==> src/rtl/rv32_mem_pkg.sv <==
// Shared encodings for the RV32I memory-access / writeback stage:
// writeback source select, load/store fun3 codes and FSM state encoding.
package rv32_mem_pkg;

  typedef enum logic [1:0] {
    M2R_ALU  = 2'b00,
    M2R_LOAD = 2'b01,
    M2R_PC4  = 2'b10,
    M2R_ALU2 = 2'b11
  } mem_to_reg_e;

  localparam logic [2:0] F3_B  = 3'b000;
  localparam logic [2:0] F3_H  = 3'b001;
  localparam logic [2:0] F3_W  = 3'b010;
  localparam logic [2:0] F3_BU = 3'b100;
  localparam logic [2:0] F3_HU = 3'b101;

  localparam logic [0:0] ST_IDLE = 1'b0;
  localparam logic [0:0] ST_WAIT = 1'b1;

endpackage

==> src/rtl/load_store_align.sv <==
// Combinational lane logic: store byte mask / lane-replicated data, load byte/half
// extraction with sign or zero extension, and misalignment detection.
module load_store_align
  import rv32_mem_pkg::*;
(
  input  logic        is_load,
  input  logic [2:0]  fun3,
  input  logic [1:0]  addr_lo,
  input  logic [31:0] store_data,
  input  logic [31:0] rdata,
  output logic [3:0]  st_mask,
  output logic [31:0] st_wdata,
  output logic [31:0] ld_data,
  output logic        misaligned
);

  logic [31:0] byte_sh;
  logic [31:0] half_sh;

  assign byte_sh = rdata >> {addr_lo, 3'b000};
  assign half_sh = rdata >> {addr_lo[1], 4'b0000};

  // NOTE: every output gets a default first so no path through the case infers a latch.
  always_comb begin
    st_mask  = 4'b1111;
    st_wdata = store_data;
    ld_data  = rdata;
    unique case (fun3)
      F3_B: begin
        st_mask  = 4'b0001 << addr_lo;
        st_wdata = {4{store_data[7:0]}};
      end
      F3_H: begin
        st_mask  = 4'b0011 << {addr_lo[1], 1'b0};
        st_wdata = {2{store_data[15:0]}};
      end
      default: ;
    endcase

    case (fun3)
      F3_B:    ld_data = {{24{byte_sh[7]}}, byte_sh[7:0]};
      F3_BU:   ld_data = {24'd0, byte_sh[7:0]};
      F3_H:    ld_data = {{16{half_sh[15]}}, half_sh[15:0]};
      F3_HU:   ld_data = {16'd0, half_sh[15:0]};
      default: ld_data = rdata;
    endcase

    // Stores only know SB/SH; their 100/101 codes fall back to word rules.
    case (fun3)
      F3_B:    misaligned = 1'b0;
      F3_BU:   misaligned = is_load ? 1'b0 : (addr_lo != 2'b00);
      F3_H:    misaligned = addr_lo[0];
      F3_HU:   misaligned = is_load ? addr_lo[0] : (addr_lo != 2'b00);
      default: misaligned = (addr_lo != 2'b00);
    endcase
  end

endmodule

==> src/rtl/memory_writeback_stage.sv <==
// RV32I memory-access + writeback stage: issues one data-memory request per memory op,
// waits for DM_valid, then drives the register-file write port back to decode.
module memory_writeback_stage
  import rv32_mem_pkg::*;
#(
  parameter int DATA_WIDTH  = 32,
  parameter int INSTRUCTION = 32
) (
  input  logic                   clk,
  input  logic                   rst,
  input  logic                   in_valid,
  output logic                   in_ready,
  input  logic [DATA_WIDTH-1:0]  alu_result,
  input  logic [DATA_WIDTH-1:0]  store_data,
  input  logic [DATA_WIDTH-1:0]  pc,
  input  logic [INSTRUCTION-1:0] instruction,
  input  logic                   reg_write,
  input  logic                   load,
  input  logic                   store,
  input  logic                   mem_en,
  input  logic [1:0]             mem_to_reg,
  output logic                   dm_req,
  output logic                   dm_we,
  output logic [DATA_WIDTH-1:0]  dm_addr,
  output logic [DATA_WIDTH-1:0]  dm_wdata,
  output logic [3:0]             dm_mask,
  input  logic [DATA_WIDTH-1:0]  dm_rdata,
  input  logic                   DM_valid,
  output logic                   decode_reg_write_pp,
  output logic [DATA_WIDTH-1:0]  rwd_data_out,
  output logic [INSTRUCTION-1:0] instruction_rd,
  output logic                   misalign_fault
);

  logic [0:0]             state_q, state_d;
  logic                   dm_req_q, dm_req_d, dm_we_q, dm_we_d;
  logic [DATA_WIDTH-1:0]  dm_addr_q, dm_addr_d, dm_wdata_q, dm_wdata_d;
  logic [3:0]             dm_mask_q, dm_mask_d;
  logic                   pp_q, pp_d, fault_q, fault_d;
  logic [DATA_WIDTH-1:0]  rwd_q, rwd_d, hold_alt_q, hold_alt_d;
  logic [INSTRUCTION-1:0] ird_q, ird_d, hold_instr_q, hold_instr_d;
  logic [1:0]             hold_lo_q, hold_lo_d, hold_m2r_q, hold_m2r_d;
  logic                   hold_wr_q, hold_wr_d;

  logic                   in_wait, accept, is_mem, rd_nz;
  logic [DATA_WIDTH-1:0]  alu_path;
  logic [3:0]             st_mask;
  logic [31:0]            st_wdata, ld_data;
  logic                   misaligned;

  assign in_wait  = (state_q == ST_WAIT);
  assign in_ready = (state_q == ST_IDLE);
  assign accept   = in_valid & in_ready;
  assign is_mem   = mem_en & (load | store);
  assign rd_nz    = (instruction[11:7] != 5'd0);
  assign alu_path = (mem_to_reg_e'(mem_to_reg) == M2R_PC4) ? pc + 32'd4 : alu_result;

  // In WAIT the lane logic extracts load data for the held op; in IDLE it checks the incoming op.
  load_store_align u_align (
    .is_load    (in_wait ? 1'b1 : load),
    .fun3       (in_wait ? hold_instr_q[14:12] : instruction[14:12]),
    .addr_lo    (in_wait ? hold_lo_q : alu_result[1:0]),
    .store_data (store_data),
    .rdata      (dm_rdata),
    .st_mask    (st_mask),
    .st_wdata   (st_wdata),
    .ld_data    (ld_data),
    .misaligned (misaligned)
  );

  always_comb begin
    state_d      = state_q;
    dm_req_d     = dm_req_q;
    dm_we_d      = dm_we_q;
    dm_addr_d    = dm_addr_q;
    dm_wdata_d   = dm_wdata_q;
    dm_mask_d    = dm_mask_q;
    rwd_d        = rwd_q;
    ird_d        = ird_q;
    hold_alt_d   = hold_alt_q;
    hold_instr_d = hold_instr_q;
    hold_lo_d    = hold_lo_q;
    hold_m2r_d   = hold_m2r_q;
    hold_wr_d    = hold_wr_q;
    pp_d         = 1'b0;
    fault_d      = 1'b0;
    case (state_q)
      ST_IDLE: begin
        if (accept && is_mem && misaligned) begin
          fault_d = 1'b1;
        end else if (accept && is_mem) begin
          state_d      = ST_WAIT;
          dm_req_d     = 1'b1;
          dm_we_d      = ~load;
          dm_addr_d    = {alu_result[31:2], 2'b00};
          dm_wdata_d   = load ? '0 : st_wdata;
          dm_mask_d    = load ? 4'b0000 : st_mask;
          hold_instr_d = instruction;
          hold_lo_d    = alu_result[1:0];
          hold_m2r_d   = mem_to_reg;
          hold_alt_d   = alu_path;
          hold_wr_d    = load & reg_write & rd_nz;
        end else if (accept) begin
          rwd_d = alu_path;
          ird_d = instruction;
          pp_d  = reg_write & rd_nz;
        end
      end
      default: begin
        if (DM_valid) begin
          state_d  = ST_IDLE;
          dm_req_d = 1'b0;
          pp_d     = hold_wr_q;
          if (!dm_we_q) begin
            rwd_d = (mem_to_reg_e'(hold_m2r_q) == M2R_LOAD) ? ld_data : hold_alt_q;
            ird_d = hold_instr_q;
          end
        end
      end
    endcase
  end

  // NOTE: sequential state uses non-blocking assignments only, so all flops update together.
  always_ff @(posedge clk or negedge rst) begin
    if (!rst) begin
      state_q      <= ST_IDLE;
      dm_req_q     <= 1'b0;
      dm_we_q      <= 1'b0;
      dm_addr_q    <= '0;
      dm_wdata_q   <= '0;
      dm_mask_q    <= 4'b0000;
      pp_q         <= 1'b0;
      fault_q      <= 1'b0;
      rwd_q        <= '0;
      ird_q        <= '0;
      hold_alt_q   <= '0;
      hold_instr_q <= '0;
      hold_lo_q    <= 2'b00;
      hold_m2r_q   <= 2'b00;
      hold_wr_q    <= 1'b0;
    end else begin
      state_q      <= state_d;
      dm_req_q     <= dm_req_d;
      dm_we_q      <= dm_we_d;
      dm_addr_q    <= dm_addr_d;
      dm_wdata_q   <= dm_wdata_d;
      dm_mask_q    <= dm_mask_d;
      pp_q         <= pp_d;
      fault_q      <= fault_d;
      rwd_q        <= rwd_d;
      ird_q        <= ird_d;
      hold_alt_q   <= hold_alt_d;
      hold_instr_q <= hold_instr_d;
      hold_lo_q    <= hold_lo_d;
      hold_m2r_q   <= hold_m2r_d;
      hold_wr_q    <= hold_wr_d;
    end
  end

  assign dm_req              = dm_req_q;
  assign dm_we               = dm_we_q;
  assign dm_addr             = dm_addr_q;
  assign dm_wdata            = dm_wdata_q;
  assign dm_mask             = dm_mask_q;
  assign decode_reg_write_pp = pp_q;
  assign rwd_data_out        = rwd_q;
  assign instruction_rd      = ird_q;
  assign misalign_fault      = fault_q;

endmodule

==> config.mk <==
export PLATFORM = sky130hd
export DESIGN_NAME = memory_writeback_stage
export DESIGN_NICKNAME = d
export VERILOG_FILES = /design/src/rtl/rv32_mem_pkg.sv /design/src/rtl/load_store_align.sv /design/src/rtl/memory_writeback_stage.sv
export SDC_FILE = /design/constraint.sdc
export NUM_CORES = 1
export LEC_CHECK = 0
export BUFFER_PORTS_ARGS = -buffer_cell sky130_fd_sc_hd__buf_2
export CORE_MARGIN = 3
export CORE_UTILIZATION = 30
export CTS_CLUSTER_DIAMETER = 50
export DETAILED_ROUTE_END_ITERATION = 10
export PLACE_DENSITY = 0.58
export SLEW_MARGIN = 20
export SYNTH_ARGS = -nofsm -noshare
export SYNTH_HDL_FRONTEND = slang
export SYNTH_SLANG_ARGS = --single-unit
==> constraint.sdc <==
create_clock -name clk -period 5.7 [get_ports clk]
set_clock_uncertainty 0.2 [all_clocks]
set_input_delay 0.57 -clock clk [delete_from_list [all_inputs] [get_ports clk]]
set_output_delay 0.57 -clock clk [all_outputs]
set_load 0.05 [all_outputs]
==> flow_summary.toml, run 1 <==
[drt]
drc_errors = 0
met3WireLength_um = 2549
drt_iter0_markers = 572
top_layer_used = "met5"
wl_met1_um = 15450
via_per_inst = 5.077
vias = 9109
drt_first_pass_iters = 6
drt-total-wl_um = 35980
wl_met2_um = 16940
wl_per_cell_um = 20.06
drtAntennaViolNets = 0

[grt]
grtUsageTotal = 0.1865
antenna_found_initial = 11
grt_max_degree = 135
grt_pass1_wl_um = 53230
grt_overflow = 0
grt_pass1_vias = 8804

[clock_tree]
cts_hold_buf = 1
clockRootBuffer = "clkbuf_16"
cts_tree = "built"
cts.path.max_buffers = 3
worstSkewPairLatency_ns = 0.51
h-tree-depth = 2
cts.clk_slew.worst_paths_ns = 0.05
cts_setup_buffers = 0
cts_buffers = 35
clkSinkCount = 204
cts_resized = 0

[yosys]
yosys_warnings = 0
synthArstFlopShare = 1.000
synth_area_per_cell_um2 = 10.13
synth.distinct_cells = 66
ys_seq_area_frac = 0.4869
ys.flop_type = "dfrtp_1"
synth_cells = 1035
ys_ff_latch = 204
synthesis.area_um2 = 10490
synth_edf_count = 0

[cells_and_area]
stdcell_count = 1794
area.sequential_um2 = 5109
syn2layout_area_growth_pct = 29.84
fillers = 3366
nets = 1487
layout-drive-gt1-share = 0.3582
multi_input_area_um2 = 5027

[power]
ir_worst_vdd_uv = 282.7
powerDensity_nw_per_um2 = 531.4
cellLeakagePower_nw = 6.358

[worst_setup_path]
slowest_delay_ns = 1.06
required_ns = 5.89
start_kind = "register"
worstSetupEndpointType = "register"
path_cells = "clkinv_1 > nand3b_1 > a21o_4 > buf_4 > mux2_2"
critPathBufInv = 2
crit_family = "flip-flops"
crit_arrival_ns = 4.04
worstSetupPathType = "reg -> reg"
slowest_stage = "dfrtp_4"
critical_path.max_fanout = 90

[run]
maxCapViolations = 0

[sta]
fmaxAchievable_mhz = 259.6
period_minus_slack_ns = 3.851
worst_slack_ns = 1.849
period_share = 0.6757
tightest_slew_ns = 1.048
setup_viol = 0
slew_violations = 0
slew_headroom = 0.3016
hold_violations = 0
finalSetupTns_ns = 0
rsz0062_at_grt = "no"

[place]
io_buffers = 304
dp.cells = 1726
routabilityCongestion = 0.8453
pre_cts_slack_ns = 1.792
hpwlAfterDp_um = 25860

[floorplanning]
rows = 67
die_h_um = 193.0
die_area_um2 = 37230
start_util = 0.3088
die_x_um = 193.0
ios = 307
coreArea_um2 = 33950

[worst_hold_path]
hp-class = "in -> reg"

[run_status]
status = "completed"
[metal layers]
metal  track usage  up-vias
met4       0.06843        8
met2        0.2960      275
met5             0        -
met3       0.04791       67
met1        0.2466     4416
li1              -     4343
[cells by family after synthesis]
group / synth area share
adder cells (fa/ha/maj): 0.001193
multiplexers: 0.1568
other: 0.0003577
flip-flops: 0.4869
XOR/XNOR: 0.01002
AND/OR/NAND/NOR: 0.1399
buffers and inverters: 0.03687
AO/OA/AOI/OAI: 0.1680
[per-stage QoR]
step                power, mW  hold WS, ns  area [µm²]    util
floorplan               4.314      0.07441       10490       -
global placement        5.083       0.2583       12400  0.3651
detailed placement      5.132       0.2605       12400  0.3651
CTS                     7.322      0.07849       13600  0.4006
global route            7.612      0.09684       13610  0.4010
finish                  7.235       0.1091       13610  0.4010
[path summary, 6_finish.rpt]
kind,cells past startpoint,from,end,slack [ns]
max,5,in_wait,dm_addr[27],1.85
min,2,instruction[20],hold_instr_q[20],0.11
max reg2reg,5,in_wait,dm_addr[27],1.85
min reg2reg,1,hold_alt_q[16],hold_alt_q[16],0.27
max in group asynchronous,3,rst,in_wait,3.67
min in group asynchronous,2,rst,dm_wdata[21],0.40
[state kept, by name, summed over array words and instances (netlist names), 2 cells and up]
signal / flops
hold_lo_q: 2
dm_mask: 4
hold_instr_q: 32
hold_alt_q: 32
dm_addr: 30
instruction_rd: 32
hold_m2r_q: 2
dm_wdata: 32
rwd_data_out: 32
[cells in the mapped netlist (4+ instances only)]
| cell | number | area [µm²] |
|---|---|---|
| dfrtp_1 | 204 | 5105 |
| nand2_1 | 155 | 581.8 |
| o21ai_0 | 91 | 455.4 |
| mux2_2 | 75 | 844.6 |
| mux2i_1 | 74 | 740.7 |
| nor2_1 | 50 | 187.7 |
| clkbuf_1 | 45 | 168.9 |
| a21oi_1 | 41 | 205.2 |
| o31ai_1 | 40 | 300.3 |
| buf_2 | 24 | 120.1 |
| o221ai_1 | 20 | 175.2 |
| and2_1 | 18 | 112.6 |
| nand3_1 | 17 | 85.08 |
| nor3_1 | 14 | 70.07 |
| nand4_1 | 12 | 75.07 |
| o211ai_1 | 12 | 90.09 |
| and3_1 | 11 | 68.82 |
| nand2b_1 | 8 | 50.05 |
| a31o_2 | 7 | 61.31 |
| o311ai_0 | 7 | 61.31 |
| xnor2_1 | 7 | 61.31 |
| a211oi_1 | 6 | 45.04 |
| inv_1 | 6 | 22.52 |
| a211o_1 | 5 | 43.79 |
| a21o_1 | 5 | 37.54 |
| o21a_1 | 5 | 37.54 |
| xor2_1 | 5 | 43.79 |
| a221oi_1 | 4 | 35.03 |
| a31oi_1 | 4 | 25.02 |
| buf_4 | 4 | 30.03 |
| nor4_1 | 4 | 25.02 |
| or3_1 | 4 | 25.02 |
[cells in the final DEF, fill, tap and decap left out, drive strengths merged, types with 5 or more instances in the layout]
cell,count
and3,11
a211oi,7
dfrtp,204
mux2,75
diode,6
nor2,50
o21ai,91
nor3,14
nand3,17
o221ai,21
inv,8
xnor2,7
xor2,5
o211ai,12
clkinv,10
nand2,155
nand2b,8
nand4,14
and2,18
clkbuf,43
a21oi,42
nor4,6
mux2i,76
o311ai,9
a211o,5
buf,319
a221oi,5
a31o,7
o21a,5
a21o,5
o31ai,40
[power by group]
part | total (mW) | internal, mW | switching, mW
combinational | 2.76 | 0.764 | 1.99
sequential | 2.33 | 1.99 | 0.339
clock | 2.15 | 1.40 | 0.747
total | 7.24 | 4.15 | 3.08
[layout make-up]
class / count / share of cell area
inverter: 8 / 0.002206
tap: 448 / 0.04117
clock inverter: 18 / 0.01581
timing repair buffer: 320 / 0.1233
multi-input combinational: 747 / 0.3693
sequential: 204 / 0.3752
clock buffer: 43 / 0.07187
antenna: 6 / 0.001103
(Power assumes the default switching activity.)
==> run 2, diff against run 1 <==
- PLACE_DENSITY: 0.58 -> 0.6
- clock period: 5.7 -> 3.1 ns (I/O delays scaled with it)
==> flow_summary.toml, run 2 (synthesis results as in run 1) <==
[worst_setup_path]
critical_path.max_fanout = 33
crit_family = "buffers and inverters"
slowest_delay_ns = 0.64
worstSetupPathType = "reg -> reg"
required_ns = 3.37
start_kind = "register"
slowest_stage = "dfrtp_4"
path_cells = "nor3_1 > nor2_2 > buf_4 > nor2_1 > a21oi_1 > dlygate4sd3_1 > o31ai_1"
worstSetupEndpointType = "register"
crit_arrival_ns = 2.98
critPathBufInv = 2

[floorplanning]
rows = 67
ios = 307
start_util = 0.3088
die_x_um = 193.0
die_h_um = 193.0
coreArea_um2 = 33950
die_area_um2 = 37230

[drt]
drc_errors = 0
drt_iter0_markers = 546
vias = 9763
drt_first_pass_iters = 5
drtAntennaViolNets = 0
wl_per_cell_um = 19.53
drt-total-wl_um = 37410
via_per_inst = 5.098

[power]
powerDensity_nw_per_um2 = 895.5
total_power_mw = 13.25
ir_worst_vdd_uv = 625.7
cellLeakagePower_nw = 6.872

[clock_tree]
cts_tree = "built"
cts.path.max_buffers = 3
clockRootBuffer = "clkbuf_16"
cts_resized = 0
cts_buffers = 31
cts.clk_slew.worst_paths_ns = 0.06
clkSinkCount = 204
worstSkewPairLatency_ns = 0.56
h-tree-depth = 1

[sta]
setup_viol = 0
fmaxAchievable_mhz = 370.2
slew_violations = 0
worst_slack_ns = 0.3990
period_minus_slack_ns = 2.701
finalSetupTns_ns = 0
slew_headroom = 0.5275
hold_violations = 0
rsz0062_at_grt = "no"
period_share = 0.8713
tightest_slew_ns = 0.7070

[place]
dpl-instance-area_um2 = 12510
routabilityCongestion = 0.8894
pre_cts_slack_ns = 0.4174
io_buffers = 304
hpwlAfterDp_um = 26620

[grt]
grt_pass1_wl_um = 56640
grtUsageTotal = 0.1949
antenna_found_initial = 4
grt_overflow = 0
grt_max_degree = 106
grt_pass1_vias = 9723

[cells_and_area]
nets = 1610
final_cell_mix = "buf_2 (303), dfrtp_1 (203), nand2_1 (155)"
multi_input_area_um2 = 5027
layout-drive-gt1-share = 0.3354
fillers = 3271
syn2layout_area_growth_pct = 41.11
final_common_cell = "buf_2"
area.sequential_um2 = 5109
fin_area_um2 = 14800

[run]
maxCapViolations = 0

[worst_hold_path]
hp-class = "in -> reg"

[run_status]
status = "completed"
run 2: cell types whose count changed in the layout (fill, tap and decap cells not counted), moves of 3 or more:
cell,delta
dlygate4sd3_1,+115
diode_2,-3
inv_8,+4
clkbuf_16,-6
clkinv_2,-4
buf_4,+10
run 2: stage by stage:
step                      hold slack [ns]    util  instances
final                             0.03023  0.4358       1915
after global routing              0.02017  0.4358       1915
after CTS                        0.003108  0.4356       1912
after detailed placement           0.1105  0.3685       1738
after global placement             0.1111  0.3685       1738
after floorplan                   -0.1856       -       1036
run 2: per-layer routing:
layer,routed length (µm),global-route usage,vias up,share of wire
li1,-,-,4579,-
met1,16690,0.2701,4739,0.45
met4,1270,0.06676,2,0.034
met2,16930,0.3057,371,0.45
met3,2518,0.03833,72,0.067
met5,8,0,-,0.00021
run 2: where the power goes:
part / switching (mW) / internal [mW] / total (mW)
combinational: 3.75 / 1.53 / 5.29
clock: 1.39 / 2.32 / 3.71
sequential: 0.599 / 3.65 / 4.25
total: 5.74 / 7.51 / 13.2
run 2: final cells by class:
| type | instances | share of cell area |
|---|---|---|
| sequential | 204 | 0.3453 |
| inverter | 8 | 0.002030 |
| multi-input combinational | 747 | 0.3398 |
| antenna | 3 | 0.0005074 |
| clock buffer | 37 | 0.05734 |
| tap | 448 | 0.03789 |
| clock inverter | 21 | 0.01810 |
| timing repair buffer | 447 | 0.1991 |
run 2: worst min-delay path, delay by kind of cell:
family / cells / cell delay, ns
AOI/OAI and AO/OA: 2 / 0.19
and+or+nand+nor: 1 / 0.13
buffers and inverters: 1 / 0.12
run 2: timing repair:
action                                 CTS  global route
setup endpoints to repair                0             0
endpoints found under the hold margin  248             0
setup buffers                            0             0
hold buffers                           116             0
run 2: path summary, 6_finish.rpt:
check / start / endpoint / slack [ns] / cells after the start
min: dm_rdata[18] / rwd_data_out[18] / 0.03 / 4
max: in_wait / dm_wdata[31] / 0.40 / 7
max in group asynchronous: rst / dm_addr[9] / 1.81 / 3
min reg2reg: dm_wdata[31] / dm_wdata[31] / 0.27 / 2
max reg2reg: in_wait / dm_wdata[31] / 0.40 / 7
min in group asynchronous: rst / dm_wdata[16] / 0.09 / 2
